## src/rtl/imem_loader.sv

```systemverilog
// imem_loader: boot-time loader that streams 32-bit instruction words into a
// byte-wide, big-endian instruction memory and holds the core in reset until
// the final word of the image has been written.
module imem_loader #(
    parameter int unsigned DEPTH_BYTES = 32,
    parameter int unsigned ADDR_W      = 5,
    parameter int unsigned BASE_ADDR   = 0
) (
    input  logic              clk,
    input  logic              reset,
    input  logic              in_valid,
    output logic              in_ready,
    input  logic [31:0]       in_word,
    input  logic              in_last,
    output logic              mem_we,
    output logic [ADDR_W-1:0] mem_addr,
    output logic [7:0]        mem_wdata,
    output logic [ADDR_W-2:0] word_count,
    output logic              load_done,
    output logic              core_hold,
    output logic              overflow_err
);

    // Pointer carries two spare bits so wr_ptr + 4 never wraps at the top of memory.
    localparam int unsigned PTR_W = ADDR_W + 2;
    localparam int unsigned WC_W  = ADDR_W - 1;

    localparam logic [PTR_W-1:0] BASE_PTR   = PTR_W'(BASE_ADDR);
    localparam logic [PTR_W-1:0] END_PTR    = PTR_W'(BASE_ADDR + DEPTH_BYTES);
    localparam logic [PTR_W-1:0] WORD_BYTES = PTR_W'(4);

    typedef enum logic [1:0] {
        IDLE  = 2'd0,
        WRITE = 2'd1,
        DONE  = 2'd2,
        ERROR = 2'd3
    } state_t;

    state_t            state;
    logic [PTR_W-1:0]  wr_ptr;
    logic [1:0]        byte_idx;
    logic [31:0]       word_q;
    logic              last_q;
    logic              fits;

    // A new word fits only if all four of its bytes lie inside memory.
    assign fits = (wr_ptr + WORD_BYTES) <= END_PTR;

    // The captured word shifts left one byte per write, so its top byte is always the next byte.
    assign mem_wdata = word_q[31:24];

    // Loader FSM with all control outputs registered alongside the state.
    always_ff @(posedge clk) begin
        if (!reset) begin
            state        <= IDLE;
            wr_ptr       <= BASE_PTR;
            byte_idx     <= 2'd0;
            word_q       <= '0;
            last_q       <= 1'b0;
            word_count   <= '0;
            in_ready     <= 1'b0;
            mem_we       <= 1'b0;
            mem_addr     <= ADDR_W'(BASE_ADDR);
            load_done    <= 1'b0;
            core_hold    <= 1'b1;
            overflow_err <= 1'b0;
        end else begin
            case (state)
                IDLE: begin
                    in_ready <= 1'b1;
                    if (in_valid && in_ready) begin
                        in_ready <= 1'b0;
                        if (fits) begin
                            word_q   <= in_word;
                            last_q   <= in_last;
                            byte_idx <= 2'd0;
                            mem_we   <= 1'b1;
                            mem_addr <= ADDR_W'(wr_ptr);
                            state    <= WRITE;
                        end else begin
                            overflow_err <= 1'b1;
                            state        <= ERROR;
                        end
                    end
                end

                WRITE: begin
                    if (byte_idx == 2'd3) begin
                        mem_we     <= 1'b0;
                        wr_ptr     <= wr_ptr + WORD_BYTES;
                        word_count <= word_count + WC_W'(1);
                        if (last_q) begin
                            load_done <= 1'b1;
                            core_hold <= 1'b0;
                            state     <= DONE;
                        end else begin
                            in_ready <= 1'b1;
                            state    <= IDLE;
                        end
                    end else begin
                        byte_idx <= byte_idx + 2'd1;
                        mem_addr <= mem_addr + ADDR_W'(1);
                        word_q   <= {word_q[23:0], 8'h00};
                    end
                end

                // Terminal states: only reset leaves them.
                DONE, ERROR: begin
                    in_ready <= 1'b0;
                    mem_we   <= 1'b0;
                end

                default: begin
                    state <= IDLE;
                end
            endcase
        end
    end

endmodule

```

## config.mk

```make
export PLATFORM = sky130hd
export DESIGN_NAME = imem_loader
export DESIGN_NICKNAME = d
export VERILOG_FILES = /design/src/rtl/imem_loader.sv
export SDC_FILE = /design/constraint.sdc
export NUM_CORES = 1
export LEC_CHECK = 0
export CAP_MARGIN = 20
export CORE_ASPECT_RATIO = 1.4
export CORE_MARGIN = 5
export CORE_UTILIZATION = 50
export CTS_CLUSTER_DIAMETER = 120
export DETAILED_ROUTE_END_ITERATION = 7
export MAX_ROUTING_LAYER = met4
export PLACE_DENSITY = 0.88
export SETUP_SLACK_MARGIN = 0.5
export SYNTH_ARGS = -nofsm -noshare
export SYNTH_HDL_FRONTEND = slang
export SYNTH_SLANG_ARGS = --single-unit
```

## constraint.sdc

```tcl
create_clock -name clk -period 2.4 [get_ports clk]
set_clock_uncertainty 0.15 [all_clocks]
set_input_delay 0.36 -clock clk [delete_from_list [all_inputs] [get_ports clk]]
set_output_delay 0.36 -clock clk [all_outputs]
set_load 0.005 [all_outputs]
```

==> run metrics, run 1 <==
floorplan row count 32; Synth warnings 0; antenna-violating nets left 0; clock latency at the later pin of the worst-skew pair 310 ps; fraction of registers with async set or reset after synthesis 0%; clock buffer depth 2; y dimension of the die 98.03 um; final-report max-slew violation count 0; multi-input logic area 1505 um2; die area 7144 um2; count of buffers from port buffering 57; net count of the mapped netlist 342; data required time at the worst endpoint 2490 ps; number of antenna violations at the first check in global routing 0; most used cells in the layout excluding fill and tap cells 66 x sky130_fd_sc_hd__nand2_1, 56 x sky130_fd_sc_hd__clkdlybuf4s50_1, 52 x sky130_fd_sc_hd__dfxtp_1, 35 x sky130_fd_sc_hd__mux2i_1, 25 x sky130_fd_sc_hd__mux2_2; Synth area leader sky130_fd_sc_hd__dfxtp_1; clock transition at the registers of the reported paths 100 ps; cell area after placement 3322 um2; standard cell core area 5445 um2; worst r2r path cells 7; fraction of post-synthesis cell area in the top cell type by area 40.51%; Leakage 1.481 nW; startpoint of the worst register-to-register path wr_ptr[3]; number of synthesized flops with an enable pin 0; number of distinct library cells after synthesis 38; largest vdd supply drop 0.4914 mV; worst relative slew slack 53.60%; number of storage elements in the synthesis netlist 56; hold crit path type reg2reg; number of endpoints failing setup at the final stage 0; slack of the worst reg-to-reg path 460 ps; setup_tns 0 ps; # hold bufs at CTS 0; remaining global-route overflow 0; HPWL after detailed placement 4.192 mm; pin count of the biggest net entering global routing 77; clock tree root buffer cell sky130_fd_sc_hd__clkbuf_8; hold path startpoint core_hold; endpoint arrival time on the critical path 2030 ps; Detailed Route WL 5.997 mm; post-synthesis cell area 2768 um2; placer congestion estimate 0.8405; FMAX 514.5 MHz; share of cells above drive strength 1 17.00%; detailed-route DRC error count 0; biggest fanout along the worst timing path 13; I/O pin count 58; unrepaired setup endpoints after global routing yes; worst hold stages 2; GRT Resource Usage Total 17.93%; Critical Path Sink Type register; power density cells 554.5 nW/um2; Post-Place Worst Slack 31.02 ps; count of final hold-check violations 0; starting density of the core 50.83%; hold-critical path endpoint core_hold; Layout Nets 393; average detailed-routed wire length per instance 14.24 um; final critical-path setup slack 456.4 ps; final worst-path cycle share 80.98%; share of synthesized area occupied by flip-flops and latches 40.51%; time the worst path needs with I/O delays and setup 1944 ps; Seq. cell area 1134 um2; category of the worst setup path launch point register; start-to-end type of the worst setup path reg2reg; total number of vias 2243; DRC violation total after the first TritonRoute iteration 213; cell types with the largest area share after synthesis sky130_fd_sc_hd__dfxtp_1 41%, sky130_fd_sc_hd__mux2i_1 13%, sky130_fd_sc_hd__mux2_2 10%; summed area of non-filler cells in the final layout 3548 um2; CTS H-Tree Depth 2; Synth-to-Final Area Change 28.21%; filler cell count in the final layout 457; number of buffers created by CTS 5; most frequent standard cell in the layout excluding fill and tap cells sky130_fd_sc_hd__nand2_1; total iterations of the first detailed-routing run 4; number of global-route vias before repair 2183; Mapped Cells 301; diode insertion count for antenna repair 0; worst-margin pin slew 696.1 ps; Post-Synthesis Mean Instance Area 9.195 um2; main flop type after synthesis sky130_fd_sc_hd__dfxtp_1; first-pass GRT wire length 9.880 mm; sink count of the clock tree 56; width of the die 72.88 um; TritonCTS clock tree yes; max cap viols 0; outcome finished clean; post-detailed-route via-to-cell ratio 5.328; Worst R2R End word_q[19]
through the flow:
| step | std cells | power, mW | utilization [%] | hold slack (ps) |
|---|---|---|---|---|
| after detailed placement | 403 | 1.424 | 61.01 | 288.3 |
| final | 421 | 1.968 | 65.17 | 301.7 |
| after CTS | 419 | 1.970 | 64.64 | 303.8 |
| after floorplan | 301 | 1.297 | - | 285.5 |
| after global placement | 403 | 1.414 | 61.01 | 288.3 |
| after global routing | 421 | 2.060 | 65.17 | 331.9 |
state kept, by name, summed over array words and instances (netlist names), 2 cells and up:
signal	count
byte_idx	2
state	2
mem_addr	5
word_count	4
wr_ptr	5
word_q	32
area by class of cell:
| cell class | instances | share of cell area [%] |
|---|---|---|
| clock buffer | 7 | 2.433 |
| sequential | 56 | 31.95 |
| timing repair buffer | 72 | 20.17 |
| inverter | 4 | 0.4231 |
| clock inverter | 1 | 0.2116 |
| tap | 68 | 2.398 |
| multi-input combinational | 213 | 42.42 |
worst max-delay path, cell delays in order, from the launching register on:
cell	delay [ps]
sky130_fd_sc_hd__dfxtp_4	370
sky130_fd_sc_hd__ha_4	170
sky130_fd_sc_hd__xnor2_1	140
sky130_fd_sc_hd__a211o_1	360
sky130_fd_sc_hd__a21boi_4	170
sky130_fd_sc_hd__buf_12	150
sky130_fd_sc_hd__buf_12	150
sky130_fd_sc_hd__mux2i_2	210
power breakdown:
part / total [mW] / internal [mW] / leakage (nW) / switching [mW]
clock: 0.532 / 0.235 / 0.0445 / 0.297
combinational: 0.412 / 0.243 / 0.978 / 0.169
sequential: 1.02 / 0.986 / 0.459 / 0.0368
cell usage after synthesis, types with 3 or more instances:
master / number
sky130_fd_sc_hd__a21oi_1: 6
sky130_fd_sc_hd__a31oi_1: 3
sky130_fd_sc_hd__buf_2: 5
sky130_fd_sc_hd__buf_4: 11
sky130_fd_sc_hd__clkbuf_1: 10
sky130_fd_sc_hd__dfxtp_1: 56
sky130_fd_sc_hd__ha_1: 5
sky130_fd_sc_hd__inv_1: 3
sky130_fd_sc_hd__mux2_2: 25
sky130_fd_sc_hd__mux2i_1: 36
sky130_fd_sc_hd__nand2_1: 66
sky130_fd_sc_hd__nand3_1: 13
sky130_fd_sc_hd__nand4_1: 3
sky130_fd_sc_hd__nor2_1: 13
sky130_fd_sc_hd__nor3_1: 5
sky130_fd_sc_hd__o21ai_0: 4
sky130_fd_sc_hd__o32ai_1: 3
sky130_fd_sc_hd__xnor2_1: 3
sky130_fd_sc_hd__xor2_1: 5
kinds of logic (layout without fill, tap and decap cells):
| family | Yosys count | in the layout | share of synthesized area (%) |
|---|---|---|---|
| XOR/XNOR | 8 | 8 | 2.532 |
| AO/OA/AOI/OAI | 29 | 29 | 7.414 |
| adder cells (fa/ha/maj) | 5 | 5 | 2.260 |
| flip-flops | 56 | 56 | 40.51 |
| AND/OR/NAND/NOR | 110 | 110 | 17.36 |
| multiplexers | 61 | 61 | 23.19 |
| buffers and inverters | 32 | 84 | 6.736 |
worst max path at each step:
| stage | endpoint | slack (ps) | startpoint |
|---|---|---|---|
| CTS | word_q[18] | 480 | wr_ptr[2] |
| detailed placement | word_q[11] | 30 | in_valid |
| global route | word_q[31] | 420 | wr_ptr[3] |
| global placement | word_q[25] | 100 | in_valid |
| finish | word_q[19] | 460 | wr_ptr[3] |
| floorplan | byte_idx[1] | 530 | wr_ptr[3] |
metal layers:
metal,track usage (%),wire (um),vias up
li1,-,-,1133
met1,19.60,2359,1043
met2,31.02,3186,58
met3,3.193,306,9
met4,7.813,144,0
met5,-,0,-
timing repair:
action,CTS,global route
pin swaps,3,0
buffers inserted,8,2
endpoints found under the setup margin,39,37
resized for setup,6,4
cloned,0,0
Power figures use the tool's default switching activity.
==> run 2, diff against run 1 <==
CORE_UTILIZATION = 46   (was 50)
PLACE_DENSITY = 0.86   (was 0.88)
clock period = 1.63 ns   (was 2.4 ns; I/O delays follow)
==> run 2 against run 1 <==
  * The flow now finishes with violations (setup timing)
  * Clock-buffer cell count is 2 lower
  * Cell area up 19%
  * Via count grew 15%
  * Register-to-register slack lost 930 ps
  * Worst hold slack worse by 55 ps
  * Largest cell class unchanged
  * Largest power group unchanged
==> run metrics, run 2 (synthesis gave the netlist of run 1 again) <==
summed area of non-filler cells in the final layout 4225 um2 (+19%); portion of total power attributed to sequential cells 48.3% (-3.7 points); startpoint of the worst register-to-register path wr_ptr[2]; final-report max-slew violation count 0 (unchanged); detailed-route DRC error count 0 (unchanged); switching part of the total 28.57% (+3.0 points); y dimension of the die 101.8 um (+3.8%); leading registers by flop count word_q (32), mem_addr (5), wr_ptr (5); final-layout worst hold slack 246.5 ps (-55.16 ps); Placed Cells 425 (+5.5%); critical-path cell with the highest stage delay sky130_fd_sc_hd__dfxtp_4; cell area after placement 3552 um2 (+6.9%); # hold bufs at CTS 0 (unchanged); CTS H-Tree Depth 2 (unchanged); slack of the worst reg-to-reg path -470 ps (-930 ps); floorplan row count 33 (+3.1%); antenna-violating nets left 0 (unchanged); sum of routed wire segments on met1 3.000 mm (+27%); number of antenna violations at the first check in global routing 0 (unchanged); clock network fraction of total power 26.1% (-0.9 points); worst r2r path cells 7 (unchanged); detailed route wirelength on metal2 4.829 mm (+52%); combinational group share of total power 25.5% (+4.5 points); average detailed-routed wire length per instance 18.43 um (+29%); TritonCTS clock tree yes; Internal Pwr Total 2.243 mW (+53%); post-detailed-route via-to-cell ratio 5.544 (+4.1%); CP cell instances ha_4, xnor2_2, a211o_1, a21boi_4, buf_6, buf_16, mux2i_2; unrepaired setup endpoints after global routing yes; endpoint arrival time on the critical path 2190 ps (+160 ps); diode insertion count for antenna repair 0 (unchanged); pin count of the biggest net entering global routing 77 (unchanged); Worst Path Buf+Inv 2 (unchanged); outcome complete, but fails checks; count of final hold-check violations 0 (unchanged); Layout Nets 435 (+11%); category of the worst setup path launch point register; max cap viols 0 (unchanged); start-to-end type of the worst setup path reg2reg; HPWL after detailed placement 4.573 mm (+9.1%); clock latency at the later pin of the worst-skew pair 320 ps (about the same); hold crit path type in2reg; Top Family by Delay on Critical Path compound AO/OA/AOI/OAI gates; remaining global-route overflow 0 (unchanged); number of endpoints failing setup at the final stage 44 (+44); sink count of the clock tree 56 (unchanged); starting density of the core 47.20% (-3.6 points); worst-margin pin slew 452.6 ps (-243.5 ps); total design power 3.140 mW (+60%); width of the die 75.56 um (+3.7%); worst relative slew slack 69.64% (+16 points); power density cells 743.1 nW/um2 (+34%); Synth-to-Final Area Change 52.67%; maximum single-stage delay on the critical path 390 ps (+20 ps); placer congestion estimate 0.7784 (-7.4%); FMAX 475.5 MHz (-7.6%); largest vdd supply drop 0.4539 mV (-7.6%); first-pass GRT wire length 12.18 mm (+23%); total iterations of the first detailed-routing run 4 (unchanged); GRT Resource Usage Total 21.77% (+3.8 points); Largest register FFs 32 (unchanged); time the worst path needs with I/O delays and setup 2103 ps (+159.5 ps); most frequent standard cell in the layout excluding fill and tap cells sky130_fd_sc_hd__nand2_1; Critical Path Sink Type register; routed wl met3 382 um (+25%); Detailed Route WL 8.570 mm (+43%); Worst setup endpoint word_q[31]; final critical-path setup slack -473.1 ps (-929.5 ps); Post-Place Worst Slack -443.8 ps (-474.8 ps); share of cells above drive strength 1 43.04% (+26 points); clock tree root buffer cell sky130_fd_sc_hd__clkbuf_8; biggest fanout along the worst timing path 5 (-8); total number of vias 2578 (+15%); clock transition at the registers of the reported paths 110 ps (about the same); source of the critical timing path wr_ptr[2]; filler cell count in the final layout 367 (-20%); clock buffer depth 2 (unchanged); I/O pin count 58 (unchanged); DRC violation total after the first TritonRoute iteration 248 (+16%); Leakage 1.875 nW (+27%); stages on the worst setup path 7 (unchanged); number of buffers created by CTS 5 (unchanged); number of global-route vias before repair 2551 (+17%); register with the most flip-flops word_q; Top Layer Used met4; Worst R2R End word_q[31]; violations in the final reports setup timing; count of buffers from port buffering 57 (unchanged); die area 7690 um2 (+7.6%); data required time at the worst endpoint 1720 ps (-770 ps); standard cell core area 5863 um2 (+7.7%); final worst-path cycle share 129.0% (+48 points); Switching Power 897.0 uW (+78%); most used cells in the layout excluding fill and tap cells 62 x sky130_fd_sc_hd__nand2_1, 35 x sky130_fd_sc_hd__mux2i_1, 35 x sky130_fd_sc_hd__clkdlybuf4s50_1, 32 x sky130_fd_sc_hd__buf_4, 29 x sky130_fd_sc_hd__dfxtp_1; Finished Layout Cells 465 (+10%)
[run 2: cell count changes in the layout (fill, tap and decap cells not counted), sizes merged]
cell           change
buf               +61
clkdlybuf4s50     -21
inv                +2
[run 2: how the worst min path moves through the flow]
stage / startpoint / to / slack [ps] / cells after the start
global route: reset / core_hold / 250 / 3
CTS: reset / wr_ptr[2] / 200 / 3
detailed placement: word_q[23] / word_q[23] / 300 / 2
floorplan: in_word[0] / word_q[0] / 250 / 2
finish: reset / state[0] / 250 / 3
global placement: core_hold / core_hold / 280 / 2
[run 2: worst register-to-register path: stages (launching register included)]
cell and delay (ps):
sky130_fd_sc_hd__dfxtp_4 390, sky130_fd_sc_hd__ha_4 190, sky130_fd_sc_hd__xnor2_2 160, sky130_fd_sc_hd__a211o_1 340
sky130_fd_sc_hd__a21boi_4 270, sky130_fd_sc_hd__buf_6 160, sky130_fd_sc_hd__buf_16 120, sky130_fd_sc_hd__mux2i_2 240
[run 2: through the flow]
step / TNS [ps] / utilization (%)
global placement: -15210 / 60.58
detailed placement: -16380 / 60.58
finish: -16660 / 72.07
floorplan: -5084 / -
CTS: -11470 / 68.14
global route: -18530 / 72.07
[run 2: final cells by class]
type / count / area [um2] / share of cell area, %
clock buffers: 5 / 68.82 / 1.629
clock inverters: 3 / 25.02 / 0.5922
inverters: 4 / 15.01 / 0.3553
multi-input cells: 213 / 1685 / 39.89
flip-flops and latches: 56 / 1165 / 27.57
well taps: 70 / 87.58 / 2.073
repair buffers: 114 / 1179 / 27.89
[run 2: timing repair]
action	CTS	global route
cloned	2	2
hold endpoints to repair	0	0
gates resized for setup	148	25
endpoints found under the setup margin	78	78
setup buffers	24	4
pin swaps	17	12
[run 2: metal layers]
| metal | up-vias | track usage [%] |
|---|---|---|
| met4 | 0 | 12.11 |
| met1 | 1240 | 22.46 |
| met5 | - | - |
| met3 | 27 | 2.781 |
| met2 | 88 | 38.52 |
| li1 | 1223 | - |
[run 2: power by group through the flow]
stage          combinational [mW]  clock [mW]  sequential [mW]
4_1_cts                     0.699       0.825             1.51
6_report                    0.801       0.821             1.52
3_3_place_gp                0.586           0             1.54
5_1_grt                     0.849       0.891             1.52
2_1_floorplan               0.388           0             1.52
3_5_place_dp                0.597           0             1.54
==> run 3, diff against run 2 <==
SLEW_MARGIN = 25   (was unset)
==> results of run 3 <==
Final layout, timing and power as in run 2 (identical DEF).
==> variant (config.mk and constraints of run 1) <==
The parameter `ADDR_W` goes from 5 to 3.
--- a/src/rtl/imem_loader.sv
+++ b/src/rtl/imem_loader.sv
@@ -3,7 +3,7 @@
 // the final word of the image has been written.
 module imem_loader #(
     parameter int unsigned DEPTH_BYTES = 32,
-    parameter int unsigned ADDR_W      = 5,
+    parameter int unsigned ADDR_W      = 3,
     parameter int unsigned BASE_ADDR   = 0
 ) (
     input  logic              clk,
Interface: changed (resized mem_addr and word_count); port bits go from 58 to 54. The function was not compared with the original's and may differ.
==> variant against run 1 <==
  * Sequential cell count decreased by 6
  * Worst setup slack improved by 0.062 ns
  * Count of clock-buffer cells in the layout decreased by 1
  * Critical endpoint is now word_q[26]
  * Final area decreased by 12%
  * Synthesized area decreased by 17%
  * Clock power increased by 34%
  * Power increased by 4.2%
  * Routed wire length decreased by 6.3%
==> variant: results (changes against run 1) <==
* Fillcell total at 327 (was 457)
* Critical-path top delay cell: or3b_4 (was dfxtp_4)
* # resized after CTS at 4 (was 6)
* Multi-input gates at 168 (was 213)
* Status: finished clean (unchanged)
* Adder-Cell Fraction of Synth Area at 2.18% (was 2.26%)
* 1st-iter DRT viols at 131 (was 213)
* Post-DP HPWL at 3.41 mm (was 4.19 mm)
* Layout cell share with drive strength beyond 1 at 20.3% (was 17.0%)
* Pre-CTS setup slack at 0.207 ns (was 0.0310 ns)
* Largest net degree at the start of global routing at 27 (was 77)
* Post-DP Area at 0.00281 mm^2 (was 0.00332 mm^2)
* Synth top area cells: dfxtp_1 44%, a311oi_2 13%, nand2_1 8.8% (was dfxtp_1 41%, mux2i_1 13%, mux2_2 10%)
* Critical path data arrival time at 1.92 ns (was 2.03 ns)
* Avg Cell Area, Syn at 9.31 um^2 (was 9.19 um^2)
* Worst-Margin Slew at 0.486 ns (was 0.696 ns)
* Clock buffers at 6 (was 7)
* I/O Buffers at 53 (was 57)
* Nets at 339 (was 393)
* Clock-cell share of area at 4.57% (was 2.64%)
* Post-CTS Setup Bufs at 2 (was 8)
* Final Core Density at 69.4% (was 65.2%)
* Detailed-route via count at 1,986 (was 2,243)
* DR WL/cell at 15.5 um (was 14.2 um)
* First-pass GRT wire length at 8.67 mm (was 9.88 mm)
* CP Max Fanout at 12 (was 13)
* Seq/Total Area, Yosys at 43.7% (was 40.5%)
* Synthesis-stage register bit count at 50 (was 56)
* VDD IR max at 0.344 mV (was 0.491 mV)
* Mux cell area share after synthesis at 0.437% (was 23.2%)
* Hold Slack at 0.306 ns (was 0.302 ns)
* First-pass DRT Iterations at 6 (was 4)
* Syn nets at 286 (was 342)
* Bufs w/o clock at 71 (was 72)
* Global Route Usage Sum at 18.6% (was 17.9%)
* Fmax at 0.531 GHz (was 0.515 GHz)
* Largest delay share family, worst path: buffers and inverters (was compound AO/OA/AOI/OAI gates)
* Post-synthesis compound-gate area fraction at 22.6% (was 7.41%)
* Seq area share at 32.2% (was 31.9%)
* Signal inverters at 3 (was 4)
-- variant: changes by cell type in the layout (fill, tap and decap cells not counted), sizes merged, moves of 8 or more --
cell	run 1	this run
a32o	0	8
nor2	13	38
nand2	66	54
a311oi	2	25
mux2	25	0
mux2i	36	1
-- variant: power by group --
part           leakage, nW  total, W  internal [W]  switching (W)
Clock               0.0714  0.000715      0.000444       0.000271
Combinational        0.659  0.000415      0.000220       0.000195
Sequential           0.408  0.000920      0.000882      0.0000372
Total                 1.14   0.00205       0.00155       0.000504
-- variant: layer usage --
layer | GRT usage [%] | share of wire (%) | wire length (um) | vias to the layer above
li1 | - | - | - | 967
met1 | 21.1 | 40 | 2230 | 940
met2 | 30.9 | 52 | 2950 | 64
met3 | 3.49 | 4.9 | 273 | 15
met4 | 8.46 | 3.0 | 167 | 0
met5 | - | 0 | 0 | -
